**src/rtl/fifo_serial_tx.sv**
```systemverilog
// -----------------------------------------------------------------------------
// fifo_serial_tx
//   Pops words from an upstream FIFO and sends each one as a UART-style frame:
//   one start bit (0), WIDTH data bits LSB first, one stop bit (1). Each bit
//   lasts CLKS_PER_BIT clocks. Consecutive frames go out back-to-back while
//   tx_en is high and the FIFO is not empty. Between frames the line carries
//   exactly two high cycles, one for POP and one for LOAD.
//
// Parameters
//   WIDTH         FIFO word width and number of data bits per frame
//   CLKS_PER_BIT  clocks per serial bit, 2..255
//
// Ports
//   clk         clock; every register updates on the rising edge
//   rst_n       synchronous active-low reset
//   tx_en       allows a new frame to start; sampled only in IDLE and at the
//               end of STOP, so dropping it mid-frame never cuts a frame short
//   fifo_empty  upstream FIFO empty flag
//   fifo_rdata  upstream FIFO read data, valid the cycle after a fifo_rd pulse
//   fifo_rd     one-cycle pop request (registered)
//   tx          serial line, idles high (registered)
//   busy        high whenever the FSM is not in IDLE (registered)
//   frame_done  one-cycle pulse on the last cycle of the stop bit (registered)
// -----------------------------------------------------------------------------
module fifo_serial_tx #(
    parameter int WIDTH        = 8,
    parameter int CLKS_PER_BIT = 4
) (
    input  logic             clk,
    input  logic             rst_n,
    input  logic             tx_en,
    input  logic             fifo_empty,
    input  logic [WIDTH-1:0] fifo_rdata,
    output logic             fifo_rd,
    output logic             tx,
    output logic             busy,
    output logic             frame_done
);

    localparam int CW = $clog2(CLKS_PER_BIT);
    localparam int IW = $clog2(WIDTH) + 1;
    localparam logic [CW-1:0] CNT_MAX = CW'(CLKS_PER_BIT - 1);
    localparam logic [IW-1:0] IDX_MAX = IW'(WIDTH - 1);

    typedef enum logic [2:0] {
        ST_IDLE  = 3'd0,
        ST_POP   = 3'd1,
        ST_LOAD  = 3'd2,
        ST_START = 3'd3,
        ST_DATA  = 3'd4,
        ST_STOP  = 3'd5
    } state_t;

    state_t           state_q, state_d;
    logic [WIDTH-1:0] shift_q, shift_d;
    logic [CW-1:0]    cnt_q, cnt_d;
    logic [IW-1:0]    idx_q, idx_d;

    logic tx_q, tx_d;
    logic fifo_rd_q, fifo_rd_d;
    logic busy_q, busy_d;
    logic frame_done_q, frame_done_d;

    // Next-state, shift register and counter logic.
    always_comb begin
        state_d = state_q;
        shift_d = shift_q;
        cnt_d   = cnt_q;
        idx_d   = idx_q;
        case (state_q)
            ST_IDLE: begin
                cnt_d = '0;
                idx_d = '0;
                if (tx_en && !fifo_empty) begin
                    state_d = ST_POP;
                end else begin
                    state_d = ST_IDLE;
                end
            end
            ST_POP: begin
                state_d = ST_LOAD;
            end
            ST_LOAD: begin
                // Data requested in POP is presented by the FIFO this cycle.
                shift_d = fifo_rdata;
                cnt_d   = '0;
                idx_d   = '0;
                state_d = ST_START;
            end
            ST_START: begin
                if (cnt_q == CNT_MAX) begin
                    cnt_d   = '0;
                    state_d = ST_DATA;
                end else begin
                    cnt_d = cnt_q + CW'(1);
                end
            end
            ST_DATA: begin
                if (cnt_q == CNT_MAX) begin
                    cnt_d   = '0;
                    shift_d = shift_q >> 1'b1;
                    if (idx_q == IDX_MAX) begin
                        idx_d   = '0;
                        state_d = ST_STOP;
                    end else begin
                        idx_d = idx_q + IW'(1);
                    end
                end else begin
                    cnt_d = cnt_q + CW'(1);
                end
            end
            ST_STOP: begin
                if (cnt_q == CNT_MAX) begin
                    cnt_d = '0;
                    if (tx_en && !fifo_empty) begin
                        state_d = ST_POP;
                    end else begin
                        state_d = ST_IDLE;
                    end
                end else begin
                    cnt_d = cnt_q + CW'(1);
                end
            end
            default: begin
                state_d = ST_IDLE;
                cnt_d   = '0;
                idx_d   = '0;
            end
        endcase
    end

    // Output values are decoded from the next state, so once registered they
    // line up exactly with the state the FSM occupies.
    always_comb begin
        case (state_d)
            ST_START: tx_d = 1'b0;
            ST_DATA:  tx_d = shift_d[0];
            default:  tx_d = 1'b1;
        endcase
        fifo_rd_d    = (state_d == ST_POP);
        busy_d       = (state_d != ST_IDLE);
        frame_done_d = (state_d == ST_STOP) && (cnt_d == CNT_MAX);
    end

    // State, datapath and output registers with synchronous reset.
    always_ff @(posedge clk) begin
        if (!rst_n) begin
            state_q      <= ST_IDLE;
            shift_q      <= '0;
            cnt_q        <= '0;
            idx_q        <= '0;
            tx_q         <= 1'b1;
            fifo_rd_q    <= 1'b0;
            busy_q       <= 1'b0;
            frame_done_q <= 1'b0;
        end else begin
            state_q      <= state_d;
            shift_q      <= shift_d;
            cnt_q        <= cnt_d;
            idx_q        <= idx_d;
            tx_q         <= tx_d;
            fifo_rd_q    <= fifo_rd_d;
            busy_q       <= busy_d;
            frame_done_q <= frame_done_d;
        end
    end

    assign tx         = tx_q;
    assign fifo_rd    = fifo_rd_q;
    assign busy       = busy_q;
    assign frame_done = frame_done_q;

endmodule

```
**config.mk**
```make
export PLATFORM = sky130hd
export DESIGN_NAME = fifo_serial_tx
export DESIGN_NICKNAME = d
export VERILOG_FILES = /design/src/rtl/fifo_serial_tx.sv
export SDC_FILE = /design/constraint.sdc
export NUM_CORES = 1
export LEC_CHECK = 0
export BUFFER_PORTS_ARGS = -buffer_cell sky130_fd_sc_hd__buf_2
export CAP_MARGIN = 20
export CORE_MARGIN = 3
export CORE_UTILIZATION = 50
export DETAILED_ROUTE_END_ITERATION = 6
export GPL_ROUTABILITY_DRIVEN = 0
export PLACE_DENSITY = 0.81
export SETUP_SLACK_MARGIN = 0.02
export SLEW_MARGIN = 20
export SYNTH_ARGS = -nofsm -noshare
export SYNTH_HDL_FRONTEND = slang
export SYNTH_SLANG_ARGS = --single-unit
```
**constraint.sdc**
```tcl
create_clock -name clk -period 4.3 [get_ports clk]
set_input_delay 0.86 -clock clk [delete_from_list [all_inputs] [get_ports clk]]
set_output_delay 0.86 -clock clk [all_outputs]
set_load 0.1 [all_outputs]
```
[Word-level counts from Yosys, hierarchy flattened]
Index checks and enable logic that the tools add are counted.
Word-level totals
  output and inout bits: 4
  input bits: 12
  bits in registers: 21
  word-level logic and storage cells: 49
Operators by class
  reductions and logical operators: 10
  mux-type cells: 14
  eq/ne operators: 13
  add/subtract/negate cells: 2
  bitwise operators: 1
Operator list (count)
  $pmux 3 s6: 1
  $pmux 8 s2: 1
  $eq 3x3->1 const B: 4
  $mux 3: 4
  $eq 3x2->1 const B: 3
  $mux 4: 2
  $mux 8: 1
  $pmux 4 s2: 1
  $eq 3x1->1 const B: 2
  $reduce_or 3->1: 2
  $add 4x1->4 const B: 1
  $eq 2x2->1 const B: 2
  $eq 4x3->1 const B: 1
  $pmux 2 s2: 1
  $reduce_and 2->1: 2
  $logic_not 3->1: 1
  $reduce_bool 3->1: 1
  $add 2x1->2 const B: 1
  $logic_and 1x1->1: 2
  $mux 2: 1
  $ne 2x2->1 const B: 1
  $pmux 1 s2: 1
  $reduce_bool 2->1: 1
  $logic_not 1->1: 1
  other kinds (2): 2

[Logic depth before layout (Yosys ltp)]
  depth in word-level cells: 7
  gate-level depth with buffers: 7
  gate-level depth less buffers: 6

[Worst setup path after synthesis]
Ideal clock, no wire load.
  path type: reg2out
  start: reg busy_q, in the netlist busy
  end: out busy
  stages on the path, launching flop included: 1
  arrival: 0.909 ns
  buffers on the path: 0
  required time: 3.440 ns
  setup slack: 2.531 ns
  cell sequence: dfxtp_1
RTL lines
  start, declared: line 61  | logic busy_q, busy_d;
  start signal, assigned: line 163  | busy_q <= busy_d;
  end, declared: line 36  | output logic busy,
No word-level cell between the ends.

[Worst setup path in the final report]
  start: reg state_q[2]
  end: reg tx_q, in the netlist tx
On the way
  longest elaborated chain between the ends: 5
  elaborated cells on any way between the ends: 15
  those cells by class: eq/ne: 7; mux: 7; reduce/logical: 1
Ends and longest elaborated chain
  start, declared: line 54  | state_t state_q, state_d;
  start signal, assigned: line 157  | state_q <= state_d;
  $mux 3: line 102  | if (idx_q == IDX_MAX) begin
  $mux 3: line 99  | if (cnt_q == CNT_MAX) begin
  $pmux 3 s6: line 70  | case (state_q)
  $eq 3x3->1 or $eq 3x2->1 (tied branches): line 135  | case (state_d)
  $pmux 1 s2 *: line 135
  end signal, assigned: line 161  | tx_q <= tx_d;
  end, declared: line 59  | logic tx_q, tx_d;
Every way passes the cells marked *; elsewhere a longest branch is shown, timed or not.
A chain may end at the register's enable or synchronous reset.

==> results.toml <==
[status]
status = "finished clean"

[sta]
slew_headroom = 0.6347
clock.fmax_mhz = 495.3
fin_skew_ns = 0.005906
min_period_ns = 2.019
setup-tns-final_ns = 0
slew_violations = 0
tightest_slew_ns = 0.5471
hold_viol_final = 0
setup_viol = 0
grt_setup_unrepaired = "no"
fin_crit_sh = 0.4696

[route]
wirelength_um = 1880
drc_errors = 0
first_pass_iters = 5
route.layer.met1.wl_um = 896
vias_per_cell = 5.527
wl_met3_um = 73
drtIter0Drc = 20
num_vias = 829
routed.top_layer = "met4"
wl_met2_um = 893
wl_per_cell_um = 12.53
ant_nets = 0

[synthesis]
ys.flop_type = "dfxtp_1"
ys_top_cells_by_area = "dfxtp_1, a22oi_1, a21oi_1, nor2_1, nand2_1"
synth_top_area_frac = 0.4211
yosysTopAreaCell = "dfxtp_1"
yosysSeqAreaShare = 0.4211
ys_ff_latch = 21
synthDistinctLibCells = 37
synthesis.instances = 113
ys_async_sr_fraction = 0
synth_warnings = 0
synth_edf_count = 0
syn_nets = 127
syn_area_per_cell_um2 = 8.836
syn_area_um2 = 998.5

[final_layout]
nets = 140
layout-drive-gt1-share = 0.1840
fillCellCount = 177
num_antenna_cells = 0
area_growth_pct = 9.022

[clocking]
clockRootBuffer = "clkbuf_4"
clkSinkCount = 21
numCtsBuffers = 3
cts.reportedPaths.clkPinSlew_ns = 0.10
cts_hold_buf = 0
htree_levels = 1
cts_setup_buffers = 0
clk_latency_ns = 0.30
cts_resized = 0
clk_path_buf_depth = 2
cts_tree = "yes"

[global_routing]
antenna_found_initial = 0
grt.overflow.total = 0
grt_start_max_net_pins = 19
first_global_vias = 746
grt.total_usage = 0.1563
grt_pass1_wl_um = 3105

[worst_setup_path]
crit_type = "flop to flop"
worstRegToRegCells = 5
crit_buf_inv = 0
path_depth = 5
end_kind = "flop"
path_cells = "and4bb_1 -> nor2_2 -> a21o_1 -> nor4b_2 -> o21ai_1"
slowest_delay_ns = 0.68
cp_max_fo = 18
cp_top_family = "simple AND/OR/NAND/NOR gates"
critPathLaunchType = "flop"
cp_data_arrival_time_ns = 2.22
worst_path_max_delay_cell = "dfxtp_1"
required_ns = 4.50

[floorplan]
die_x_um = 50.69
initial_utilization = 0.5542
pin_count = 16
die_y_um = 50.69
core_region_area_um2 = 1802
num_rows = 15
die_area_um2 = 2569

[placement]
port_buffers = 15
hpwlAfterDp_um = 1356

[power]
leakagePower_nw = 0.4327
p_per_area_nw_per_um2 = 325.2
p_total_w = 0.0003540
vdd_ir_drop_max_uv = 177.8

[hold_path]
min_path_type = "flop to flop"
hold_depth = 2

[flow_run]
drv_cap = 0
## cells in the mapped netlist (3+ instances only)
cell type   n
nand2b_1    4
and2_1      3
dfxtp_1    21
nor2_1     12
a22oi_1    10
clkbuf_1    4
nand2_1    10
a21oi_1    14
## stage by stage
| stage | hold WS [ns] | utilization | instances | instance area [um^2] | worst slack (ns) |
|---|---|---|---|---|---|
| 2_1_floorplan | 0.4366 | - | 113 | 998.5 | 2.531 |
| 3_3_place_gp | 0.4491 | 0.5896 | 146 | 1062 | 2.354 |
| 3_5_place_dp | 0.4496 | 0.5896 | 146 | 1062 | 2.262 |
| 4_1_cts | 0.4651 | 0.6042 | 150 | 1089 | 2.274 |
| 5_1_grt | 0.4857 | 0.6042 | 150 | 1089 | 2.082 |
| 6_report | 0.4629 | 0.6042 | 150 | 1089 | 2.281 |
## cells by family after synthesis
group                    after synthesis  share of synthesized area
AND/OR/NAND/NOR                       44                     0.2594
adder cells (fa/ha/maj)                2                    0.02506
flip-flops                            21                     0.4210
multiplexers                           1                    0.01003
buffers and inverters                  9                    0.05012
AO/OA/AOI/OAI                         36                     0.2343
## sequential cells by signal, summed over array words and instances (netlist names)
signal and cells:
tx 1, fifo_rd 1, busy 1, cnt_q 2
frame_done 1, idx_q 4, shift_q 8, state_q 3
## final cells by class
type | instances | area, um^2 | share of cell area
Clock buffer | 4 | 26.28 | 0.02414
Sequential cell | 21 | 420.4 | 0.3862
Timing Repair Buffer | 15 | 75.07 | 0.06897
Tap cell | 25 | 31.28 | 0.02874
Inverter | 2 | 7.507 | 0.006897
Multi-Input combinational cell | 83 | 528.0 | 0.4851
## placed cells by master, fill, tap and decap left out, types with 2 or more instances in the layout
cell type	n
and2_1	3
nand2_1	10
inv_1	2
a22oi_1	10
and4b_1	2
a211oi_1	2
nor3_1	2
buf_2	15
a21oi_1	14
ha_1	2
nor2_1	12
nand2b_1	4
dfxtp_1	21
clkbuf_4	3
## worst register-to-register path: cells and delay by family (launching register included)
family | cells | cell delay (ns)
flops | 1 | 0.68
simple gates | 3 | 0.92
compound gates | 2 | 0.33
## metal layers
metal,vias to the layer above,global-route usage
met3,2,0.04748
li1,435,-
met4,0,0.04484
met5,-,0
met2,14,0.2500
met1,378,0.2022
## power breakdown
part           internal (W)  leakage (nW)  switching [W]
Combinational     0.0000178         0.247      0.0000349
Sequential         0.000202         0.171     0.00000648
Clock             0.0000362        0.0150      0.0000564
Total              0.000256         0.433      0.0000979
## worst paths after layout
| kind | from | endpoint | slack (ns) |
|---|---|---|---|
| setup / recovery | state_q[2] | tx | 2.28 |
| hold / removal | shift_q[2] | shift_q[2] | 0.46 |
| setup reg to reg | state_q[2] | tx | 2.28 |
| hold reg to reg | shift_q[2] | shift_q[2] | 0.46 |
No activity file was read; power rests on OpenSTA's default activity.
